`config.mk`:
```
export PLATFORM = sky130hd
export DESIGN_NAME = move_fetch
export DESIGN_NICKNAME = d
export VERILOG_FILES = /design/src/rtl/move_fetch_pkg.sv /design/src/rtl/move_fetch_lat.sv /design/src/rtl/move_fetch.sv
export SDC_FILE = /design/constraint.sdc
export NUM_CORES = 1
export LEC_CHECK = 0
export CAP_MARGIN = 20
export CORE_MARGIN = 4
export CORE_UTILIZATION = 43
export CTS_BUF_LIST = sky130_fd_sc_hd__clkbuf_4
export DETAILED_ROUTE_END_ITERATION = 10
export DONT_BUFFER_PORTS = 1
export SLEW_MARGIN = 20
export SYNTH_ARGS = -nofsm -noshare
export SYNTH_HDL_FRONTEND = slang
export SYNTH_HIERARCHICAL = 1
export SYNTH_SLANG_ARGS = --single-unit
```
`constraint.sdc`:
```
create_clock -name clk -period 6.1 [get_ports clk]
set_input_delay 1.22 -clock clk [delete_from_list [all_inputs] [get_ports clk]]
set_output_delay 1.22 -clock clk [all_outputs]
set_load 0.01 [all_outputs]
```
`src/rtl/move_fetch_pkg.sv`:
```
// Shared definitions for the move-list fetch path: list geometry, entry flag
// offsets (relative to EVAL_WIDTH) and the fetch FSM state encoding.
package move_fetch_pkg;

   localparam int MAX_POSITIONS          = 256;
   localparam int DEF_MAX_POSITIONS_LOG2 = $clog2(MAX_POSITIONS);
   localparam int DEF_EVAL_WIDTH         = 16;
   localparam int DEF_RAM_WIDTH          = DEF_EVAL_WIDTH + 8;

   // Flag bits sit directly above the signed eval field; move_sort uses the same layout.
   localparam int OFS_PV          = 3;
   localparam int OFS_CAPTURE     = 2;
   localparam int OFS_WHITE_CHECK = 1;
   localparam int OFS_BLACK_CHECK = 0;

   typedef enum logic [2:0] {
      ST_IDLE,
      ST_WAIT_SORT,
      ST_CLEAR,
      ST_SETTLE,
      ST_READ,
      ST_PRESENT,
      ST_FINISH
   } fetch_state_t;

   function automatic int flag_bit(input int eval_width, input int ofs);
      return eval_width + ofs;
   endfunction

endpackage

```
`src/rtl/move_fetch_lat.sv`:
```
// Loadable down-counter used for both the post-clear settle delay and the
// port-B read latency wait; saturates at zero.
module move_fetch_lat #(
   parameter int W = 2
) (
   input  logic         clk,
   input  logic         reset_n,
   input  logic         i_load,
   input  logic [W-1:0] i_val,
   input  logic         i_dec,
   output logic         o_zero,
   output logic         o_one
);

   logic [W-1:0] r_cnt;

   always_ff @(posedge clk or negedge reset_n) begin
      if (!reset_n) begin
         r_cnt <= '0;
      end else if (i_load) begin
         r_cnt <= i_val;
      end else if (i_dec && (r_cnt != '0)) begin
         r_cnt <= r_cnt - 1'b1;
      end
   end

   assign o_zero = (r_cnt == '0);
   assign o_one  = (r_cnt <= W'(1));

endmodule

```
`src/rtl/move_fetch.sv`:
```
// Reads the sorted move list out of move_sort port B and hands it out one
// entry per valid/ready handshake. MOVE_FETCH_SKIP_ILLEGAL_EN drops entries
// that leave the side to move in check and adds the skip_count output.
module move_fetch
   import move_fetch_pkg::*;
#(
   parameter int RAM_WIDTH          = DEF_RAM_WIDTH,
   parameter int EVAL_WIDTH         = DEF_EVAL_WIDTH,
   parameter int MAX_POSITIONS_LOG2 = DEF_MAX_POSITIONS_LOG2,
   parameter int RD_LATENCY         = 2,
   parameter int SETTLE_CYCLES      = 2
) (
   input  logic                          clk,
   input  logic                          reset_n,
   input  logic                          fetch_start,
   input  logic                          fetch_abort,
   input  logic                          white_to_move,
   input  logic [MAX_POSITIONS_LOG2-1:0] move_count,
   input  logic                          sort_complete,
   output logic                          sort_clear,
   output logic [MAX_POSITIONS_LOG2-1:0] ram_rd_addr,
   input  logic [RAM_WIDTH-1:0]          ram_rd_data,
   output logic                          move_valid,
   input  logic                          move_ready,
   output logic [RAM_WIDTH-1:0]          move_data,
   output logic [MAX_POSITIONS_LOG2-1:0] move_index,
   output logic                          move_last,
   output logic                          fetch_busy,
   output logic                          fetch_done
`ifdef MOVE_FETCH_SKIP_ILLEGAL_EN
   ,output logic [MAX_POSITIONS_LOG2-1:0] skip_count
`endif
);

   localparam int AW      = MAX_POSITIONS_LOG2;
   localparam int LAT_MAX = (SETTLE_CYCLES > RD_LATENCY) ? SETTLE_CYCLES : RD_LATENCY;
   localparam int LAT_W   = $clog2(LAT_MAX + 1);
   localparam logic [LAT_W-1:0] SETTLE_LD = LAT_W'(SETTLE_CYCLES);
   localparam logic [LAT_W-1:0] RD_LD     = LAT_W'(RD_LATENCY);

   fetch_state_t         r_state;
   logic                 r_start_d;
   logic                 r_abort_pend;
   logic [AW-1:0]        r_cnt;
   logic [AW-1:0]        r_idx;
   logic                 r_sort_clear;
   logic [AW-1:0]        r_ram_rd_addr;
   logic                 r_move_valid;
   logic [RAM_WIDTH-1:0] r_move_data;
   logic [AW-1:0]        r_move_index;
   logic                 r_move_last;
   logic                 r_busy;
   logic                 r_fetch_done;

   logic                 w_start_rise;
   logic                 w_idx_last;
   logic                 w_hs;
   logic [AW-1:0]        w_nxt_idx;
   logic                 w_lat_load;
   logic [LAT_W-1:0]     w_lat_val;
   logic                 w_lat_dec;
   logic                 w_lat_zero;
   logic                 w_lat_one;

`ifdef MOVE_FETCH_SKIP_ILLEGAL_EN
   localparam int WCHK = EVAL_WIDTH + OFS_WHITE_CHECK;
   localparam int BCHK = EVAL_WIDTH + OFS_BLACK_CHECK;
   logic [AW-1:0]        r_skip;
   logic                 r_pend_vld;
   logic [RAM_WIDTH-1:0] r_pend_data;
   logic [AW-1:0]        r_pend_idx;
   logic                 w_illegal;

   assign w_illegal  = white_to_move ? ram_rd_data[WCHK] : ram_rd_data[BCHK];
   assign skip_count = r_skip;
`else
   logic w_unused_wtm;
   assign w_unused_wtm = white_to_move;
`endif

   assign w_start_rise = fetch_start & ~r_start_d;
   // r_cnt is non-zero whenever this matters, so cnt-1 never wraps
   assign w_idx_last   = (r_cnt != '0) && (r_idx == r_cnt - 1'b1);
   assign w_hs         = r_move_valid & move_ready;
   assign w_nxt_idx    = r_idx + 1'b1;
   assign w_lat_dec    = (r_state == ST_SETTLE) || (r_state == ST_READ);

   always_comb begin
      w_lat_load = 1'b0;
      w_lat_val  = RD_LD;
      case (r_state)
         ST_CLEAR: begin
            w_lat_load = 1'b1;
            w_lat_val  = SETTLE_LD;
         end
         ST_SETTLE:  w_lat_load = w_lat_one;
         ST_READ:    w_lat_load = w_lat_zero;
         ST_PRESENT: w_lat_load = w_hs;
         default:    w_lat_load = 1'b0;
      endcase
   end

   move_fetch_lat #(.W(LAT_W)) u_lat (
      .clk     (clk),
      .reset_n (reset_n),
      .i_load  (w_lat_load),
      .i_val   (w_lat_val),
      .i_dec   (w_lat_dec),
      .o_zero  (w_lat_zero),
      .o_one   (w_lat_one)
   );

   always_ff @(posedge clk or negedge reset_n) begin
      if (!reset_n) begin
         r_state       <= ST_IDLE;
         r_start_d     <= 1'b0;
         r_abort_pend  <= 1'b0;
         r_cnt         <= '0;
         r_idx         <= '0;
         r_sort_clear  <= 1'b0;
         r_ram_rd_addr <= '0;
         r_move_valid  <= 1'b0;
         r_move_data   <= '0;
         r_move_index  <= '0;
         r_move_last   <= 1'b0;
         r_busy        <= 1'b0;
         r_fetch_done  <= 1'b0;
`ifdef MOVE_FETCH_SKIP_ILLEGAL_EN
         r_skip        <= '0;
         r_pend_vld    <= 1'b0;
         r_pend_data   <= '0;
         r_pend_idx    <= '0;
`endif
      end else begin
         r_start_d    <= fetch_start;
         r_sort_clear <= 1'b0;
         r_fetch_done <= 1'b0;
         case (r_state)
            ST_IDLE: begin
               if (w_start_rise) begin
                  r_cnt        <= move_count;
                  r_busy       <= 1'b1;
                  r_abort_pend <= 1'b0;
                  r_state      <= ST_WAIT_SORT;
`ifdef MOVE_FETCH_SKIP_ILLEGAL_EN
                  r_skip       <= '0;
                  r_pend_vld   <= 1'b0;
`endif
               end
            end
            ST_WAIT_SORT: begin
               // an abort racing sort_complete still clears move_sort out of DONE
               if (sort_complete) begin
                  r_sort_clear <= 1'b1;
                  r_abort_pend <= fetch_abort;
                  r_state      <= ST_CLEAR;
               end else if (fetch_abort) begin
                  r_fetch_done <= 1'b1;
                  r_state      <= ST_FINISH;
               end
            end
            ST_CLEAR: begin
               r_idx <= '0;
               if (r_abort_pend || fetch_abort) begin
                  r_fetch_done <= 1'b1;
                  r_state      <= ST_FINISH;
               end else begin
                  r_state <= ST_SETTLE;
               end
            end
            ST_SETTLE: begin
               if (fetch_abort || (w_lat_one && (r_cnt == '0))) begin
                  r_fetch_done <= 1'b1;
                  r_state      <= ST_FINISH;
               end else if (w_lat_one) begin
                  r_ram_rd_addr <= r_idx;
                  r_state       <= ST_READ;
               end
            end
            ST_READ: begin
               if (fetch_abort) begin
                  r_fetch_done <= 1'b1;
                  r_state      <= ST_FINISH;
               end else if (w_lat_zero) begin
`ifdef MOVE_FETCH_SKIP_ILLEGAL_EN
                  // one legal entry is held back until the next legal one (or the end) is seen
                  if (w_illegal) begin
                     r_skip <= r_skip + 1'b1;
                     if (w_idx_last && r_pend_vld) begin
                        r_move_data  <= r_pend_data;
                        r_move_index <= r_pend_idx;
                        r_move_last  <= 1'b1;
                        r_move_valid <= 1'b1;
                        r_pend_vld   <= 1'b0;
                        r_state      <= ST_PRESENT;
                     end else if (w_idx_last) begin
                        r_fetch_done <= 1'b1;
                        r_state      <= ST_FINISH;
                     end else begin
                        r_idx         <= w_nxt_idx;
                        r_ram_rd_addr <= w_nxt_idx;
                     end
                  end else if (!r_pend_vld && w_idx_last) begin
                     r_move_data  <= ram_rd_data;
                     r_move_index <= r_idx;
                     r_move_last  <= 1'b1;
                     r_move_valid <= 1'b1;
                     r_state      <= ST_PRESENT;
                  end else if (!r_pend_vld) begin
                     r_pend_data   <= ram_rd_data;
                     r_pend_idx    <= r_idx;
                     r_pend_vld    <= 1'b1;
                     r_idx         <= w_nxt_idx;
                     r_ram_rd_addr <= w_nxt_idx;
                  end else begin
                     r_move_data  <= r_pend_data;
                     r_move_index <= r_pend_idx;
                     r_move_last  <= 1'b0;
                     r_move_valid <= 1'b1;
                     r_pend_data  <= ram_rd_data;
                     r_pend_idx   <= r_idx;
                     r_state      <= ST_PRESENT;
                  end
`else
                  r_move_data  <= ram_rd_data;
                  r_move_index <= r_idx;
                  r_move_last  <= w_idx_last;
                  r_move_valid <= 1'b1;
                  r_state      <= ST_PRESENT;
`endif
               end
            end
            ST_PRESENT: begin
               if (w_hs || fetch_abort) begin
                  r_move_valid <= 1'b0;
                  if (r_move_last || fetch_abort) begin
                     r_fetch_done <= 1'b1;
                     r_state      <= ST_FINISH;
                  end
`ifdef MOVE_FETCH_SKIP_ILLEGAL_EN
                  else if (w_idx_last) begin
                     r_move_data  <= r_pend_data;
                     r_move_index <= r_pend_idx;
                     r_move_last  <= 1'b1;
                     r_pend_vld   <= 1'b0;
                  end
`endif
                  else begin
                     r_idx         <= w_nxt_idx;
                     r_ram_rd_addr <= w_nxt_idx;
                     r_state       <= ST_READ;
                  end
               end
`ifdef MOVE_FETCH_SKIP_ILLEGAL_EN
               else if (!r_move_valid) begin
                  r_move_valid <= 1'b1;
               end
`endif
            end
            ST_FINISH: begin
               r_busy  <= 1'b0;
               r_state <= ST_IDLE;
            end
            default: r_state <= ST_IDLE;
         endcase
      end
   end

   assign sort_clear  = r_sort_clear;
   assign ram_rd_addr = r_ram_rd_addr;
   assign move_valid  = r_move_valid;
   assign move_data   = r_move_data;
   assign move_index  = r_move_index;
   assign move_last   = r_move_last;
   assign fetch_busy  = r_busy;
   assign fetch_done  = r_fetch_done;

endmodule

```
==> metrics.txt <==
# TYPE chip_impl_metric gauge
chip_impl_info{name="status",value="finished clean"} 1
chip_impl_metric{name="cts.repair.resized",unit=""} 0
chip_impl_metric{name="cp_data_required_time",unit="ps"} 6430
chip_impl_metric{name="path_max_fanout",unit=""} 37
chip_impl_metric{name="fin_crit",unit="ps"} 2686
chip_impl_metric{name="cts_hold_buf",unit=""} 0
chip_impl_metric{name="detailed_place.area",unit="um^2"} 3522
chip_impl_info{name="dominantRegCellSynth",value="dfrtp_1"} 1
chip_impl_metric{name="pwr_density_cell",unit="nW/um^2"} 455.7
chip_impl_info{name="setup_repair_after_global_routing_missed_its_margin",value="false"} 1
chip_impl_metric{name="design.final.nets",unit=""} 346
chip_impl_metric{name="fp.dieH",unit="um"} 97.75
chip_impl_metric{name="hold_violations",unit=""} 0
chip_impl_metric{name="synth_cells",unit=""} 307
chip_impl_metric{name="synth_area",unit="um^2"} 3463
chip_impl_metric{name="maxCapViolations",unit=""} 0
chip_impl_metric{name="reg2reg_setup_slack",unit="ps"} 3410
chip_impl_metric{name="tightestPinTransition",unit="ps"} 818.0
chip_impl_info{name="critPathKind",value="register to register"} 1
chip_impl_info{name="critPathCaptureType",value="register"} 1
chip_impl_metric{name="drc",unit=""} 0
chip_impl_metric{name="via_density_per_instance",unit=""} 5.645
chip_impl_metric{name="clock_sink_count",unit=""} 68
chip_impl_metric{name="timing.setup.tns",unit="ps"} 0
chip_impl_metric{name="number_of_post_cts_setup_repair_buffers",unit=""} 0
chip_impl_metric{name="grt_pass1_wl",unit="um"} 11870
chip_impl_info{name="start_kind",value="register"} 1
chip_impl_metric{name="fmaxAchievable",unit="MHz"} 372.4
chip_impl_metric{name="yosys_register_bits",unit=""} 68
chip_impl_metric{name="r2r_cells",unit=""} 5
chip_impl_info{name="critical-path-slowest-cell",value="dfrtp_1"} 1
chip_impl_metric{name="core-area",unit="um^2"} 7767
chip_impl_info{name="worstSetupEndpoint",value="move_last"} 1
chip_impl_info{name="yosys_top_cell_by_area",value="dfrtp_1"} 1
chip_impl_metric{name="number_of_enable_type_register_cells_in_the_synthesized_netlist",unit=""} 0
chip_impl_metric{name="filler_cell_count",unit=""} 741
chip_impl_metric{name="grt_antenna_before_repair",unit=""} 0
chip_impl_metric{name="timing.max_slew.rel_slack",unit=""} 0.4528
chip_impl_metric{name="layout_cell_share_with_drive_strength_beyond_1",unit=""} 0.2410
chip_impl_metric{name="synth_top_area_frac",unit=""} 0.4913
chip_impl_metric{name="timing.critical_path.slowest_cell_delay",unit="ps"} 830
chip_impl_info{name="worstReg2RegEnd",value="move_last"} 1
chip_impl_metric{name="clock_insertion_delay_worst_skew",unit="ps"} 400
chip_impl_metric{name="floorplan.die_area",unit="um^2"} 9554
chip_impl_metric{name="syn-num-nets",unit=""} 351
chip_impl_info{name="buffer_type_at_the_clock_tree_root",value="clkbuf_4"} 1
chip_impl_metric{name="finalMaxSlewViolations",unit=""} 0
chip_impl_metric{name="cts_max_path_buffers",unit=""} 2
chip_impl_metric{name="p_leak",unit="uW"} 0.001631
chip_impl_metric{name="route.detailed.wl_per_inst",unit="um"} 17.34
chip_impl_metric{name="met2WireLength",unit="um"} 3182
chip_impl_metric{name="io-pin-count",unit=""} 84
chip_impl_metric{name="flow.area_growth_from_synthesis",unit="%"} 5.997
chip_impl_info{name="synthTopCellsByArea",value="dfrtp_1 49%, mux2_2 15%, xnor2_1 3.3%"} 1
chip_impl_metric{name="drt_pre_antenna_iters",unit=""} 4
chip_impl_info{name="most-common-layout-cells",value="68 x dfrtp_1, 45 x mux2_2, 20 x nand2_1"} 1
chip_impl_metric{name="synth-async-reset-ratio",unit=""} 1.000
chip_impl_metric{name="grt_usage",unit=""} 0.1535
chip_impl_info{name="tritoncts_clock_tree",value="done"} 1
chip_impl_metric{name="first_global_vias",unit=""} 2312
chip_impl_info{name="worst_setup_path_startpoint",value="r_state[2]"} 1
chip_impl_metric{name="path_clk_slew",unit="ps"} 130
chip_impl_metric{name="overflow_after_grt",unit=""} 0
chip_impl_metric{name="synth_seq_area_share",unit=""} 0.4913
chip_impl_metric{name="place_congestion",unit=""} 0.8326
chip_impl_metric{name="route.antenna.remaining_nets",unit=""} 0
chip_impl_metric{name="routed-via-count",unit=""} 2309
chip_impl_metric{name="drt_iter0_drc",unit=""} 184
chip_impl_metric{name="period_share",unit=""} 0.4403
chip_impl_metric{name="rows",unit=""} 32
chip_impl_info{name="min_path_type",value="input port to asynchronous set/reset pin"} 1
chip_impl_metric{name="place.port_buffers",unit=""} 0
chip_impl_metric{name="finalSetupViolCount",unit=""} 0
chip_impl_metric{name="synth_cell_types",unit=""} 55
chip_impl_info{name="timing.critical_path.cells",value="nor4b_4 -> nand2_2 -> a2111oi_0 -> nand4_1 -> a22oi_1"} 1
chip_impl_metric{name="die-width",unit="um"} 97.75
chip_impl_info{name="top_layer",value="met4"} 1
chip_impl_metric{name="cts_max_level",unit=""} 3
chip_impl_metric{name="worst-endpoint-arrival",unit="ps"} 3010
chip_impl_metric{name="met1_length",unit="um"} 3169
chip_impl_metric{name="yosys_warnings",unit=""} 6
chip_impl_metric{name="met3_wirelength",unit="um"} 644
chip_impl_metric{name="initial_utilization",unit=""} 0.4459
chip_impl_metric{name="clock_buffers_created_by_tritoncts",unit=""} 9
chip_impl_metric{name="grt_max_degree",unit=""} 69
chip_impl_info{name="critical_path.reg2reg.startpoint",value="r_state[2]"} 1
chip_impl_info{name="layout.cells.most_common",value="dfrtp_1"} 1
chip_impl_metric{name="finalWirelength",unit="um"} 7091
chip_impl_metric{name="fin_area",unit="um^2"} 3671
chip_impl_metric{name="syn_avg_cell_area",unit="um^2"} 11.28
chip_impl_metric{name="hpwl",unit="um"} 4910
chip_impl_metric{name="num_antenna_cells",unit=""} 0
chip_impl_metric{name="clock_skews",unit="ps"} 14.43
chip_impl_metric{name="worst_ir_drop_vdd",unit="uV"} 203.3
==> power by group <==
part	switching (uW)	total [uW]	leakage (uW)	internal, uW
Clock	180	311	0.0000779	131
Combinational	253	550	0.000673	296
Sequential	219	813	0.000880	594
==> routing by layer <==
metal	up-vias	global-route usage
met5	-	0
met4	0	0.05644
met3	10	0.06286
met1	1135	0.2023
li1	1070	-
met2	94	0.2277
==> registers in the layout, summed over array words and instances, names as in the netlist <==
register,count
move_index,8
r_cnt,8
move_data,24
r_idx,8
ram_rd_addr,8
move_last,1
r_start_d,1
move_valid,1
fetch_busy,1
r_state,3
u_lat/r_cnt,2
fetch_done,1
sort_clear,1
r_abort_pend,1
==> kinds of logic after synthesis <==
group / Yosys count / synth area share
fa+ha+maj: 5 / 0.01806
xor+xnor: 17 / 0.04299
compound gates: 49 / 0.09936
mux: 50 / 0.1622
simple gates: 89 / 0.1521
buf+inv: 27 / 0.03179
other cells: 2 / 0.002168
flops: 68 / 0.4913
==> final cells by class <==
| class | instances | area (um^2) | area share |
|---|---|---|---|
| Clock buffer | 9 | 67.56 | 0.01840 |
| Clock inverter | 7 | 81.33 | 0.02215 |
| Inverter | 11 | 41.29 | 0.01125 |
| Tap cell | 102 | 127.6 | 0.03476 |
| Multi-Input combinational cell | 212 | 1652 | 0.4499 |
| Sequential cell | 68 | 1702 | 0.4635 |
==> per-stage QoR <==
step           power [uW]  hold WS (ps)  utilization  worst slack, ps  instances
2_1_floorplan        1257         516.2            -             3497        307
3_3_place_gp         1353         544.6       0.4534             3173        393
3_5_place_dp         1374         549.1       0.4534             3111        393
4_1_cts              1694         446.5       0.4726             3422        409
5_1_grt              1798         425.7       0.4726             3168        409
6_report             1673         488.6       0.4726             3414        409
==> worst max-delay path: cells and delay by family (launching register included) <==
family,cells,cell delay (ps)
compound gates,2,730
flops,1,830
simple gates,3,1040
==> cell usage after synthesis (5+ instances only) <==
| library cell | count |
|---|---|
| nor2_1 | 18 |
| mux2_2 | 45 |
| a21oi_1 | 5 |
| nand3_1 | 8 |
| ha_1 | 5 |
| and3_1 | 5 |
| clkbuf_1 | 8 |
| o31ai_1 | 5 |
| inv_1 | 10 |
| xnor2_1 | 13 |
| dfrtp_1 | 68 |
| buf_2 | 6 |
| o22ai_1 | 5 |
| nand2b_1 | 8 |
| o21ai_0 | 16 |
| nand2_1 | 20 |
==> worst min-delay path by stage <==
stage | end | slack [ps] | cells past startpoint
after floorplan | move_index[0] | 520 | 2
after global placement | move_index[0] | 540 | 2
after detailed placement | move_index[5] | 550 | 2
after CTS | move_index[7] | 450 | 0
after global routing | move_index[7] | 430 | 0
final | move_data[15] | 490 | 0
(Power assumes the default switching activity.)
